$ cat src/rtl/ysyx_201979054_axi_burst_ctrl.sv
// AXI4 burst master that moves whole cache lines between the line shift-buffer
// and memory. A refill issues one INCR read burst and shifts every R beat into
// the buffer; a writeback issues one INCR write burst and shifts the buffer out
// one beat per W handshake. Channel valids/readies are decoded from the state
// register, while the buffer shift strobe follows the live handshake so each
// beat moves in the same cycle it is transferred.
module ysyx_201979054_axi_burst_ctrl #(
    parameter int AXI_ADDR_WIDTH = 32,
    parameter int AXI_DATA_WIDTH = 32,
    parameter int BLOCK_WIDTH    = 512
) (
    input  logic                        clk,
    input  logic                        arst,
    input  logic                        i_fill_req,
    input  logic                        i_wb_req,
    input  logic [AXI_ADDR_WIDTH-1:0]   i_addr,
    output logic                        o_busy,
    output logic                        o_done,
    output logic                        o_err,
    output logic                        o_fifo_write_en,
    output logic                        o_start_read,
    output logic                        o_start_write,
    output logic                        o_arvalid,
    input  logic                        i_arready,
    output logic [AXI_ADDR_WIDTH-1:0]   o_araddr,
    output logic [7:0]                  o_arlen,
    output logic [2:0]                  o_arsize,
    output logic [1:0]                  o_arburst,
    input  logic                        i_rvalid,
    output logic                        o_rready,
    input  logic                        i_rlast,
    input  logic [1:0]                  i_rresp,
    output logic                        o_awvalid,
    input  logic                        i_awready,
    output logic [AXI_ADDR_WIDTH-1:0]   o_awaddr,
    output logic [7:0]                  o_awlen,
    output logic [2:0]                  o_awsize,
    output logic [1:0]                  o_awburst,
    output logic                        o_wvalid,
    input  logic                        i_wready,
    output logic                        o_wlast,
    output logic [AXI_DATA_WIDTH/8-1:0] o_wstrb,
    input  logic                        i_bvalid,
    output logic                        o_bready,
    input  logic [1:0]                  i_bresp
);

    localparam int BEATS = BLOCK_WIDTH / AXI_DATA_WIDTH;
    localparam int OFFS  = $clog2(BLOCK_WIDTH / 8);
    localparam int CW    = (BEATS > 1) ? $clog2(BEATS) : 1;

    localparam logic [CW-1:0]             LAST_BEAT = CW'(BEATS - 1);
    localparam logic [AXI_ADDR_WIDTH-1:0] OFFS_MASK = AXI_ADDR_WIDTH'((64'd1 << OFFS) - 64'd1);
    localparam logic [2:0]                BEAT_SIZE = 3'($clog2(AXI_DATA_WIDTH / 8));

    typedef enum logic [2:0] {
        IDLE,
        AR,
        R,
        AW,
        W,
        B,
        DONE
    } state_t;

    state_t                    state;
    logic [CW-1:0]             beat_cnt;
    logic [AXI_ADDR_WIDTH-1:0] line_addr;
    logic                      err;
    logic                      is_wb;

    // Burst sequencing: accept a request in IDLE, walk the AXI channels in order,
    // accumulate sticky error status and finish with a one-cycle DONE.
    always_ff @(posedge clk or posedge arst) begin
        if (arst) begin
            state     <= IDLE;
            beat_cnt  <= '0;
            line_addr <= '0;
            err       <= 1'b0;
            is_wb     <= 1'b0;
        end else begin
            case (state)
                IDLE: begin
                    if (i_wb_req) begin
                        state     <= AW;
                        is_wb     <= 1'b1;
                        line_addr <= i_addr & ~OFFS_MASK;
                        beat_cnt  <= '0;
                        err       <= 1'b0;
                    end else if (i_fill_req) begin
                        state     <= AR;
                        is_wb     <= 1'b0;
                        line_addr <= i_addr & ~OFFS_MASK;
                        beat_cnt  <= '0;
                        err       <= 1'b0;
                    end
                end
                AR: begin
                    if (i_arready) begin
                        state <= R;
                    end
                end
                R: begin
                    if (i_rvalid) begin
                        beat_cnt <= beat_cnt + CW'(1);
                        if ((i_rresp != 2'b00) || (i_rlast != (beat_cnt == LAST_BEAT))) begin
                            err <= 1'b1;
                        end
                        if (i_rlast || (beat_cnt == LAST_BEAT)) begin
                            state <= DONE;
                        end
                    end
                end
                AW: begin
                    if (i_awready) begin
                        state <= W;
                    end
                end
                W: begin
                    if (i_wready) begin
                        beat_cnt <= beat_cnt + CW'(1);
                        if (beat_cnt == LAST_BEAT) begin
                            state <= B;
                        end
                    end
                end
                B: begin
                    if (i_bvalid) begin
                        if (i_bresp != 2'b00) begin
                            err <= 1'b1;
                        end
                        state <= DONE;
                    end
                end
                DONE: begin
                    state <= IDLE;
                end
                default: begin
                    state <= IDLE;
                end
            endcase
        end
    end

    assign o_busy          = (state != IDLE);
    assign o_done          = (state == DONE);
    assign o_err           = err;
    assign o_fifo_write_en = ((state == R) && i_rvalid) || ((state == W) && i_wready);
    assign o_start_read    = (state == AR) || (state == R) || ((state == DONE) && !is_wb);
    assign o_start_write   = (state == AW) || (state == W) || (state == B) || ((state == DONE) && is_wb);

    assign o_arvalid = (state == AR);
    assign o_araddr  = line_addr;
    assign o_arlen   = 8'(BEATS - 1);
    assign o_arsize  = BEAT_SIZE;
    assign o_arburst = 2'b01;
    assign o_rready  = (state == R);

    assign o_awvalid = (state == AW);
    assign o_awaddr  = line_addr;
    assign o_awlen   = 8'(BEATS - 1);
    assign o_awsize  = BEAT_SIZE;
    assign o_awburst = 2'b01;
    assign o_wvalid  = (state == W);
    assign o_wlast   = (state == W) && (beat_cnt == LAST_BEAT);
    assign o_wstrb   = {(AXI_DATA_WIDTH / 8){1'b1}};
    assign o_bready  = (state == B);

endmodule

$ cat config.mk
export PLATFORM = sky130hd
export DESIGN_NAME = ysyx_201979054_axi_burst_ctrl
export DESIGN_NICKNAME = d
export VERILOG_FILES = /design/src/rtl/ysyx_201979054_axi_burst_ctrl.sv
export SDC_FILE = /design/constraint.sdc
export NUM_CORES = 1
export LEC_CHECK = 0
export ABC_AREA = 1
export BUFFER_PORTS_ARGS = -buffer_cell sky130_fd_sc_hd__buf_4
export CAP_MARGIN = 20
export CELL_PAD_IN_SITES_DETAIL_PLACEMENT = 0
export CELL_PAD_IN_SITES_GLOBAL_PLACEMENT = 2
export CORE_ASPECT_RATIO = 0.7
export CORE_UTILIZATION = 21
export CTS_BUF_LIST = sky130_fd_sc_hd__clkbuf_4
export CTS_CLUSTER_DIAMETER = 40
export DETAILED_ROUTE_END_ITERATION = 8
export GPL_TIMING_DRIVEN = 0
export PLACE_DENSITY = 0.88
export REMOVE_ABC_BUFFERS = 1
export SYNTH_ARGS = -nofsm -noshare
export SYNTH_HDL_FRONTEND = slang
export SYNTH_SLANG_ARGS = --single-unit
export TNS_END_PERCENT = 20
$ cat constraint.sdc
create_clock -name clk -period 1.4 [get_ports clk]
set_input_delay 0.35 -clock clk [delete_from_list [all_inputs] [get_ports clk]]
set_output_delay 0.35 -clock clk [all_outputs]
set_load 0.03 [all_outputs]
==> results.cfg, run 1 <==
[global_route]
grt_pass1_wl_mm = 8.14
grt_overflow = 0
antenna_found_initial = 0
grt_pass1_vias = 1657
grt_max_degree = 36
gr-usage-all-layers_pct = 8.83

[drt]
drc = 0
drtIter0Drc = 45
wirelength_mm = 5.59
vias_per_cell = 3.57
drtPass1Iterations = 4
via_count = 1983
drtAntennaViolNets = 0
routedWlPerCell_um = 10.1

[logic_synthesis]
synth.largest_area_cell = dfrtp_1
synthCells = 295
synth_edf_count = 0
ys.flop_type = dfrtp_1
avgSynthCellArea_um2 = 8.27
synthTopCellsByCount = buf_4, nand2_1, inv_1, dfrtp_1, o21ai_2
ys_ff_latch = 35
netlist_area_um2 = 2440
yosysWarnings = 0
yosysUniqueCellTypes = 23
synth_top_area_share_pct = 35.9
yosysMostFrequentCell = buf_4
async_reset_ff_share_pct = 100
yosysSeqAreaShare_pct = 35.9
netlist_top_cells_area = dfrtp_1, buf_4, o21ai_2

[final_layout]
fin_cells = 555
final_core_util_pct = 31.6
drive_gt1_share_pct = 56.5
diodes = 0
fin_nets = 451
syn_to_final_growth_pct = 44.9

[placed_design]
io_buffers = 103
post-place-cells = 518
hpwlAfterDp_mm = 3.88
pre_cts_ws_ns = -0.382
place_congestion = 0.793

[worst_setup_path]
critPathLaunchType = register
cp-end-kind = output port
r2r-end = o_araddr[28]
crit_chain = inv_2 > nor2_4 > inv_2 > nor2_4 > or2_4 > buf_6
timing.rr.start = state[2]
r2r_slack_ns = -0.28
critical_path_required_ns = 1.05
cp_slowest_stage_delay_ns = 0.48
slowest_stage = dfrtp_2
path_class = register to output port
worstRegToRegCells = 9
worstPathMaxFanout = 4
critPathArrivalTime_ns = 1.47

[sta]
hold_viol = 0
rsz0062_at_grt = yes
post-route-period-util_pct = 130
setup_viol = 44
hold_ws_ns = 0.146
worst_slack_ns = -0.420
slew_violations = 0
min_period_ns = 1.82
relSlewSlack_pct = 48.7
tightest_slew_ns = 0.768
skew_ns = 0.00677
fmax_mhz = 550

[die]
dieArea_um2 = 12100
die_x_um = 131
pin_count = 152
rows = 32
die_h_um = 92.2
start_util_pct = 21.8
coreArea_um2 = 11200

[power_and_ir_drop]
ir_worst_vdd_mv = 1.00
powerDensity_nw_per_um2 = 2600
p_leak_nw = 1.91
p_total_w = 0.00917

[run_status]
status = finished, violations left
violations = negative setup slack

[clock_network]
clock_path_buffers = 2
clkTransAtPathRegs_ns = 0.11
cts-buffers-inserted = 5
cts_root_buf = clkbuf_4
h-tree-depth = 2
tritoncts = built
cts_hold_repair.buffers = 0
clock_latency_ns = 0.34
clock-sinks = 35

[min_path]
hold_path_class = input port to async pin

[job]
drv_cap = 0
[power by group]
| group | switching [W] | total [W] | internal [W] |
|---|---|---|---|
| clock network | 0.000337 | 0.000536 | 0.000198 |
| logic | 0.00396 | 0.00665 | 0.00269 |
| registers | 0.000499 | 0.00199 | 0.00149 |
[worst max-delay path, delay by kind of cell, from the launching register on]
family	cells	cell delay [ns]
flip-flops	1	0.48
buffers and inverters	3	0.33
AND/OR/NAND/NOR	3	0.33
[metrics by stage]
stage	TNS [ns]	instance area (um2)
floorplan	-10.65	2000
global placement	-37.08	2970
detailed placement	-9.10	3010
CTS	-8.83	3400
global route	-11.65	3530
finish	-8.90	3530
[timing repair]
action                                  4_1_cts  5_1_grt
pin swaps                                     9       20
resized for setup                            38       29
endpoints found under the setup margin       44       45
gates cloned                                  0        0
buffers inserted                             29        7
[flip-flops by register name (all words and copies together), names as in the netlist]
register  count
o_err         1
o_araddr     26
state         3
beat_cnt      4
is_wb         1
[how the worst max path moves through the flow]
| stage | from | to | slack (ns) |
|---|---|---|---|
| final | state[0] | o_start_read | -0.42 |
| after global placement | i_wb_req | o_araddr[10] | -0.92 |
| after detailed placement | state[1] | o_fifo_write_en | -0.38 |
| after floorplan | state[1] | o_start_write | -0.48 |
| after CTS | state[1] | o_fifo_write_en | -0.43 |
| after global routing | state[0] | o_start_write | -0.52 |
[routing by layer]
metal	vias to the layer above	track usage (%)	part of all wire [%]
met1	916	11.6	44
met2	62	13.7	49
li1	1000	-	-
met3	5	2.51	5.3
met5	-	0	0
met4	0	3.16	0.91
[kinds of logic after synthesis]
family          synth area share (%)
xor+xnor                       0.718
buf+inv                         31.1
fa+ha+maj                       1.03
simple gates                    18.7
compound gates                  12.3
flops                           35.9
other cells                    0.308
[cell usage in the layout (no fill, tap or decap), drive strengths merged]
cell type	count
dfrtp	35
nand4	2
or2	1
nand2	63
conb	42
a21oi	3
buf	136
clkbuf	6
o211ai	1
o21ai	31
nand3	15
ha	2
o22ai	1
nor2	16
xor2	1
inv	46
xnor2	1
[cell type report]
cell class / instances / area (um2)
clock buffer: 6 / 45.0
fill: 1182 / 7640
inverter: 46 / 173
multi-input combinational: 179 / 1150
sequential: 35 / 880
tap: 153 / 191
timing repair buffer: 136 / 1100
(Power assumes the default switching activity.)
==> run 2, diff against run 1 <==
BUFFER_PORTS_ARGS = -buffer_cell sky130_fd_sc_hd__buf_2   (was -buffer_cell sky130_fd_sc_hd__buf_4)
==> run 2 against run 1 <==
Non-clock buffer count up 5. Critical path type unchanged. Critical endpoint unchanged. Critical path depth unchanged. Cell count up 1.6%. The run still ends with negative setup slack left. Global-route usage down 0.21 points. Fmax up 0.83%. Flip-flop and latch count unchanged. Sequential share of layout area up 1.5 points. Power down 3.4%.
==> results.cfg, run 2 (synthesis results as in run 1) <==
[run_status]
status = finished, violations left
violations = negative setup slack

[die]
rows = 32
coreArea_um2 = 11200
start_util_pct = 21.8
pin_count = 152
die_h_um = 92.2
die_x_um = 131
dieArea_um2 = 12100

[final_layout]
syn_to_final_growth_pct = 36.9
drive_gt1_share_pct = 56.7
layout_common_cells = buf_2, conb_1, inv_1
largest_reg_flops = 26
final_core_util_pct = 29.9
fillers = 1209
fin_nets = 458
final_common_cell = buf_2
diodes = 0
final_area_um2 = 3340

[global_route]
antenna_found_initial = 0
grt_pass1_wl_mm = 8.10
use_met3_pct = 2.63
grt.met2_usage_pct = 14.4
grt_most_used_layer = met2
gr-usage-all-layers_pct = 8.62
grt_overflow = 0
grt_max_degree = 36
grt_pass1_vias = 1716
grtUsageMet1_pct = 10.4

[worst_setup_path]
critical_path_required_ns = 1.05
path_class = register to output port
critPathArrivalTime_ns = 1.45
cp-end-kind = output port
crit_path_start = state[0]
crit_chain = inv_2 > nor2_4 > inv_2 > nor2_4 > or2_4 > buf_6
crit_cells = 6
cp_top_family = flip-flops
critPathLaunchType = register
cp_slowest_stage_delay_ns = 0.49
cp_num_buf_inv = 3
r2r_slack_ns = -0.18
worstRegToRegCells = 8
worstPathMaxFanout = 6
slowest_stage = dfrtp_2
timing.rr.start = state[0]

[sta]
fmax_mhz = 554
worst_slack_ns = -0.405
post-route-period-util_pct = 129
hold_viol = 0
setup_viol = 38
rsz0062_at_grt = yes
min_period_ns = 1.80
tightest_slew_ns = 0.772
relSlewSlack_pct = 48.4
skew_ns = 0.00859
slew_violations = 0

[drt]
wirelength_mm = 6.00
vias_per_cell = 3.61
routedWlPerCell_um = 10.6
drc = 0
drtAntennaViolNets = 0
via_count = 2034
drtIter0Drc = 61
drtPass1Iterations = 4

[clock_network]
clkTransAtPathRegs_ns = 0.11
cts_root_buf = clkbuf_4
h-tree-depth = 2
clock-sinks = 35
clock_path_buffers = 2
clock_latency_ns = 0.34
cts-buffers-inserted = 5
tritoncts = built

[placed_design]
placedInstanceArea_um2 = 2730
io_buffers = 103
pre_cts_ws_ns = -0.421
hpwlAfterDp_mm = 3.73
place_congestion = 0.774

[min_path]
hold_path_class = input port to async pin

[job]
drv_cap = 0

[power_and_ir_drop]
clkPwrFrac_pct = 6.6
ir_worst_vdd_mv = 0.775
p_int_w = 0.00408
swShare_pct = 54.0
seqPwrFrac_pct = 22.1
powerDensity_nw_per_um2 = 2650
power.switching_w = 0.00478
p_comb_share_pct = 71.4
p_leak_nw = 1.88
[run 2: cell types whose count changed in the layout (fill, tap and decap cells not counted), moves of 2 or more]
cell,before,now
buf_2,0,93
buf_4,120,34
buf_6,14,11
clkbuf_16,0,2
inv_1,37,39
inv_2,9,6
nand2_1,39,36
nand2_2,18,23
nand2_4,6,4
nand3_1,8,12
nand3_2,3,1
nand3_4,4,2
nor2_2,1,3
o21ai_0,2,4
[run 2: cell type report]
class | instances | area, um2 | share of cell area, %
Multi-Input combinational cell | 181 | 1120 | 33.6
Timing Repair Buffer | 141 | 915 | 27.4
Sequential cell | 35 | 880 | 26.3
Tap cell | 153 | 191 | 5.73
Inverter | 46 | 175 | 5.25
Clock buffer | 7 | 52.6 | 1.57
Clock inverter | 1 | 5.00 | 0.150
[run 2: what timing repair did]
action	in CTS	in global routing
resized for setup	44	22
endpoints found under the setup margin	46	46
buffers inserted	28	11
gates cloned	0	5
hold buffers	0	0
pin swaps	15	8
[run 2: per-stage QoR]
step                      power (W)  hold slack [ns]  std cells  TNS [ns]
after floorplan             0.00544            0.467        260    -10.65
after global placement      0.00668            0.467        516    -35.12
after detailed placement    0.00677            0.467        517    -11.27
after CTS                   0.00833            0.144        553    -12.42
after global routing        0.00952            0.188        564    -11.18
final                       0.00886            0.141        564     -7.54
[run 2: path summary, 6_finish.rpt]
kind	end
max reg2reg	o_araddr[24]
max in group asynchronous	state[0]
max	o_start_read
min in group clk	o_araddr[23]
min	o_araddr[8]
min reg2reg	o_err
[run 2: worst register-to-register path: cells and delay by family (launching register included)]
kind	cells	cell delay [ns]
AOI/OAI and AO/OA	2	0.20
DFF	1	0.49
and+or+nand+nor	3	0.36
buffers and inverters	3	0.43
[run 2: power groups by stage]
| stage | Clock [W] | Combinational, W | Sequential [W] |
|---|---|---|---|
| after floorplan | 0 | 0.00204 | 0.00340 |
| after global placement | 0 | 0.00472 | 0.00196 |
| after detailed placement | 0 | 0.00478 | 0.00199 |
| after CTS | 0.000633 | 0.00577 | 0.00193 |
| after global routing | 0.000682 | 0.00679 | 0.00204 |
| final | 0.000582 | 0.00632 | 0.00196 |
[run 2: per-layer routing]
metal  wire length (um)  vias to the layer above
li1                   -                     1024
met3                270                        5
met5                  0                        -
met1               2710                      941
met2               2970                       64
met4                 53                        0
==> run 3, diff against run 2 <==
ABC_AREA = default   (was 1)
CORE_UTILIZATION = 22   (was 21)
GPL_TIMING_DRIVEN = default   (was 0)
==> run 3 against run 2 <==
The flow still finishes with violations (negative setup slack). Via count is 15% lower. Hold slack worse by 0.10 ns. Fmax is 0.39% lower. Power is 0.14% lower. Critical path depth is 2 lower. Worst setup slack worse by 0.0071 ns. Sequential share of layout area is 1.5 points higher. Sequential power hardly changed. Highest routed layer unchanged.
==> results.cfg, run 3 <==
[die]
rows = 30
coreArea_um2 = 9870
dieArea_um2 = 10800
die_h_um = 87.2
start_util_pct = 23.1
pin_count = 152
die_x_um = 124

[logic_synthesis]
yosysMostFrequentCell = buf_4
ys.flop_type = dfrtp_1
yosysWarnings = 0
synth_edf_count = 0
synth.largest_area_cell = dfrtp_1
synthCells = 212
yosysUniqueCellTypes = 40
synthTopCellsByCount = buf_4, dfrtp_1, mux2_4, nor2_1
netlist_area_um2 = 2280
yosysSeqAreaShare_pct = 38.4
synth_top_area_share_pct = 38.4
async_reset_ff_share_pct = 100
avgSynthCellArea_um2 = 10.8
ys_ff_latch = 35
netlist_top_cells_area = dfrtp_1, buf_4, mux2_4

[drt]
dr_wl_met2_mm = 2.38
routedWlPerCell_um = 11.5
m1WireLength_mm = 2.35
drtAntennaViolNets = 0
vias_per_cell = 3.84
top_layer_used = met4
wirelength_mm = 5.17
via_count = 1731
met3_length_um = 378
drc = 0
drtPass1Iterations = 4
drtIter0Drc = 36

[worst_setup_path]
crit_chain = nand2b_4 > or2_4 > a21oi_4 > buf_6
cp_top_family = flip-flops
worstRegToRegCells = 7
cp_slowest_stage_delay_ns = 0.44
r2r-end = o_araddr[29]
path_class = register to output port
cp-end-kind = output port
critPathLaunchType = register
slowest_stage = dfrtp_1
critPathArrivalTime_ns = 1.46
worstPathMaxFanout = 3
cp_num_buf_inv = 1
critical_path_required_ns = 1.05
r2r_slack_ns = -0.31
timing.rr.start = state[1]

[global_route]
gr-usage-all-layers_pct = 9.54
grt_max_degree = 36
grt_overflow = 0
grt_pass1_vias = 1561
antenna_found_initial = 0
grt_pass1_wl_mm = 7.85

[placed_design]
hpwlAfterDp_mm = 3.85
placedInstanceArea_um2 = 2780
io_buffers = 103
place_congestion = 0.804

[final_layout]
diodes = 0
multi_input_area_um2 = 1120
layout_common_cells = buf_2, conb_1, dfrtp_1
drive_gt1_share_pct = 61.9
fillers = 1027
syn_to_final_growth_pct = 38.3
largest_reg_flops = 26
final_common_cell = buf_2
regArea_um2 = 878
final_area_um2 = 3150
fin_nets = 371
final_core_util_pct = 31.9

[min_path]
hold_path_class = input port to async pin

[clock_network]
cts_root_buf = clkbuf_4
clock_latency_ns = 0.33
clock_path_buffers = 2
tritoncts = built
h-tree-depth = 2
clkTransAtPathRegs_ns = 0.12
cts-buffers-inserted = 5
clock-sinks = 35

[power_and_ir_drop]
p_leak_nw = 1.64
p_total_w = 0.00885
ir_worst_vdd_mv = 1.34
powerDensity_nw_per_um2 = 2810

[sta]
worst_slack_ns = -0.412
min_period_ns = 1.81
hold_ws_ns = 0.0380
hold_viol = 0
slew_violations = 0
fmax_mhz = 552
skew_ns = 0.00749
rsz0062_at_grt = yes
setup_viol = 44
setup_tns_ns = -11.67
post-route-period-util_pct = 129

[run_status]
status = finished, violations left
violations = negative setup slack

[job]
drv_cap = 0
[run 3: cell count changes after synthesis, sizes merged, moves of 4 or more]
| cell | before | now |
|---|---|---|
| nand3 | 15 | 1 |
| nand2 | 63 | 7 |
| o21ai | 31 | 6 |
| inv | 46 | 7 |
| nand2b | 0 | 4 |
| mux2 | 0 | 28 |
[run 3: cells by family after synthesis]
family | after synthesis | synth area share, %
other cells | 2 | 0.329
simple gates | 39 | 9.44
flops | 35 | 38.4
buf+inv | 80 | 25.6
compound gates | 26 | 8.18
mux | 28 | 17.0
fa+ha+maj | 2 | 1.10
[run 3: repair_timing]
action,in CTS,in global routing
setup buffers,4,4
pin swaps,6,8
resized for setup,42,24
hold buffers,0,0
endpoints found under the setup margin,44,44
[run 3: how the worst max path moves through the flow]
stage | startpoint | endpoint | depth (start not counted)
after floorplan | state[0] | o_araddr[25] | 4
after global placement | beat_cnt[0] | o_err | 7
after detailed placement | beat_cnt[0] | o_err | 7
after CTS | state[1] | o_fifo_write_en | 4
after global routing | state[1] | o_fifo_write_en | 5
final | state[1] | o_fifo_write_en | 4
[run 3: final cells by class]
| cell class | instances | share of cell area (%) |
|---|---|---|
| multi-input combinational | 137 | 35.6 |
| timing repair buffer | 137 | 28.2 |
| sequential | 35 | 27.9 |
| tap | 128 | 5.08 |
| clock buffer | 6 | 1.43 |
| clock inverter | 1 | 0.953 |
| inverter | 7 | 0.834 |
[run 3: power breakdown]
part | switching, W | total (W) | leakage (nW) | internal [W]
Combinational | 0.00354 | 0.00617 | 1.18 | 0.00263
Clock | 0.000356 | 0.000744 | 0.0417 | 0.000388
Sequential | 0.000430 | 0.00194 | 0.417 | 0.00151
[run 3: layer usage]
| layer | vias up | global-route usage, % |
|---|---|---|
| met1 | 817 | 13.1 |
| met5 | - | 0 |
| met4 | 0 | 2.74 |
| met3 | 9 | 2.49 |
| met2 | 85 | 14.6 |
| li1 | 820 | - |
[run 3: worst register-to-register path: stages (launching register included)]
cell and delay [ns]:
dfrtp_1 0.44, buf_6 0.16, nor3_4 0.18, inv_2 0.07
buf_6 0.13, nor2_8 0.11, buf_12 0.18, mux2_1 0.35
[run 3: per-stage QoR]
step / worst slack, ns / std cells
CTS: -0.468 / 447
floorplan: -0.410 / 179
global placement: -0.221 / 436
finish: -0.412 / 451
global route: -0.523 / 451
detailed placement: -0.213 / 436
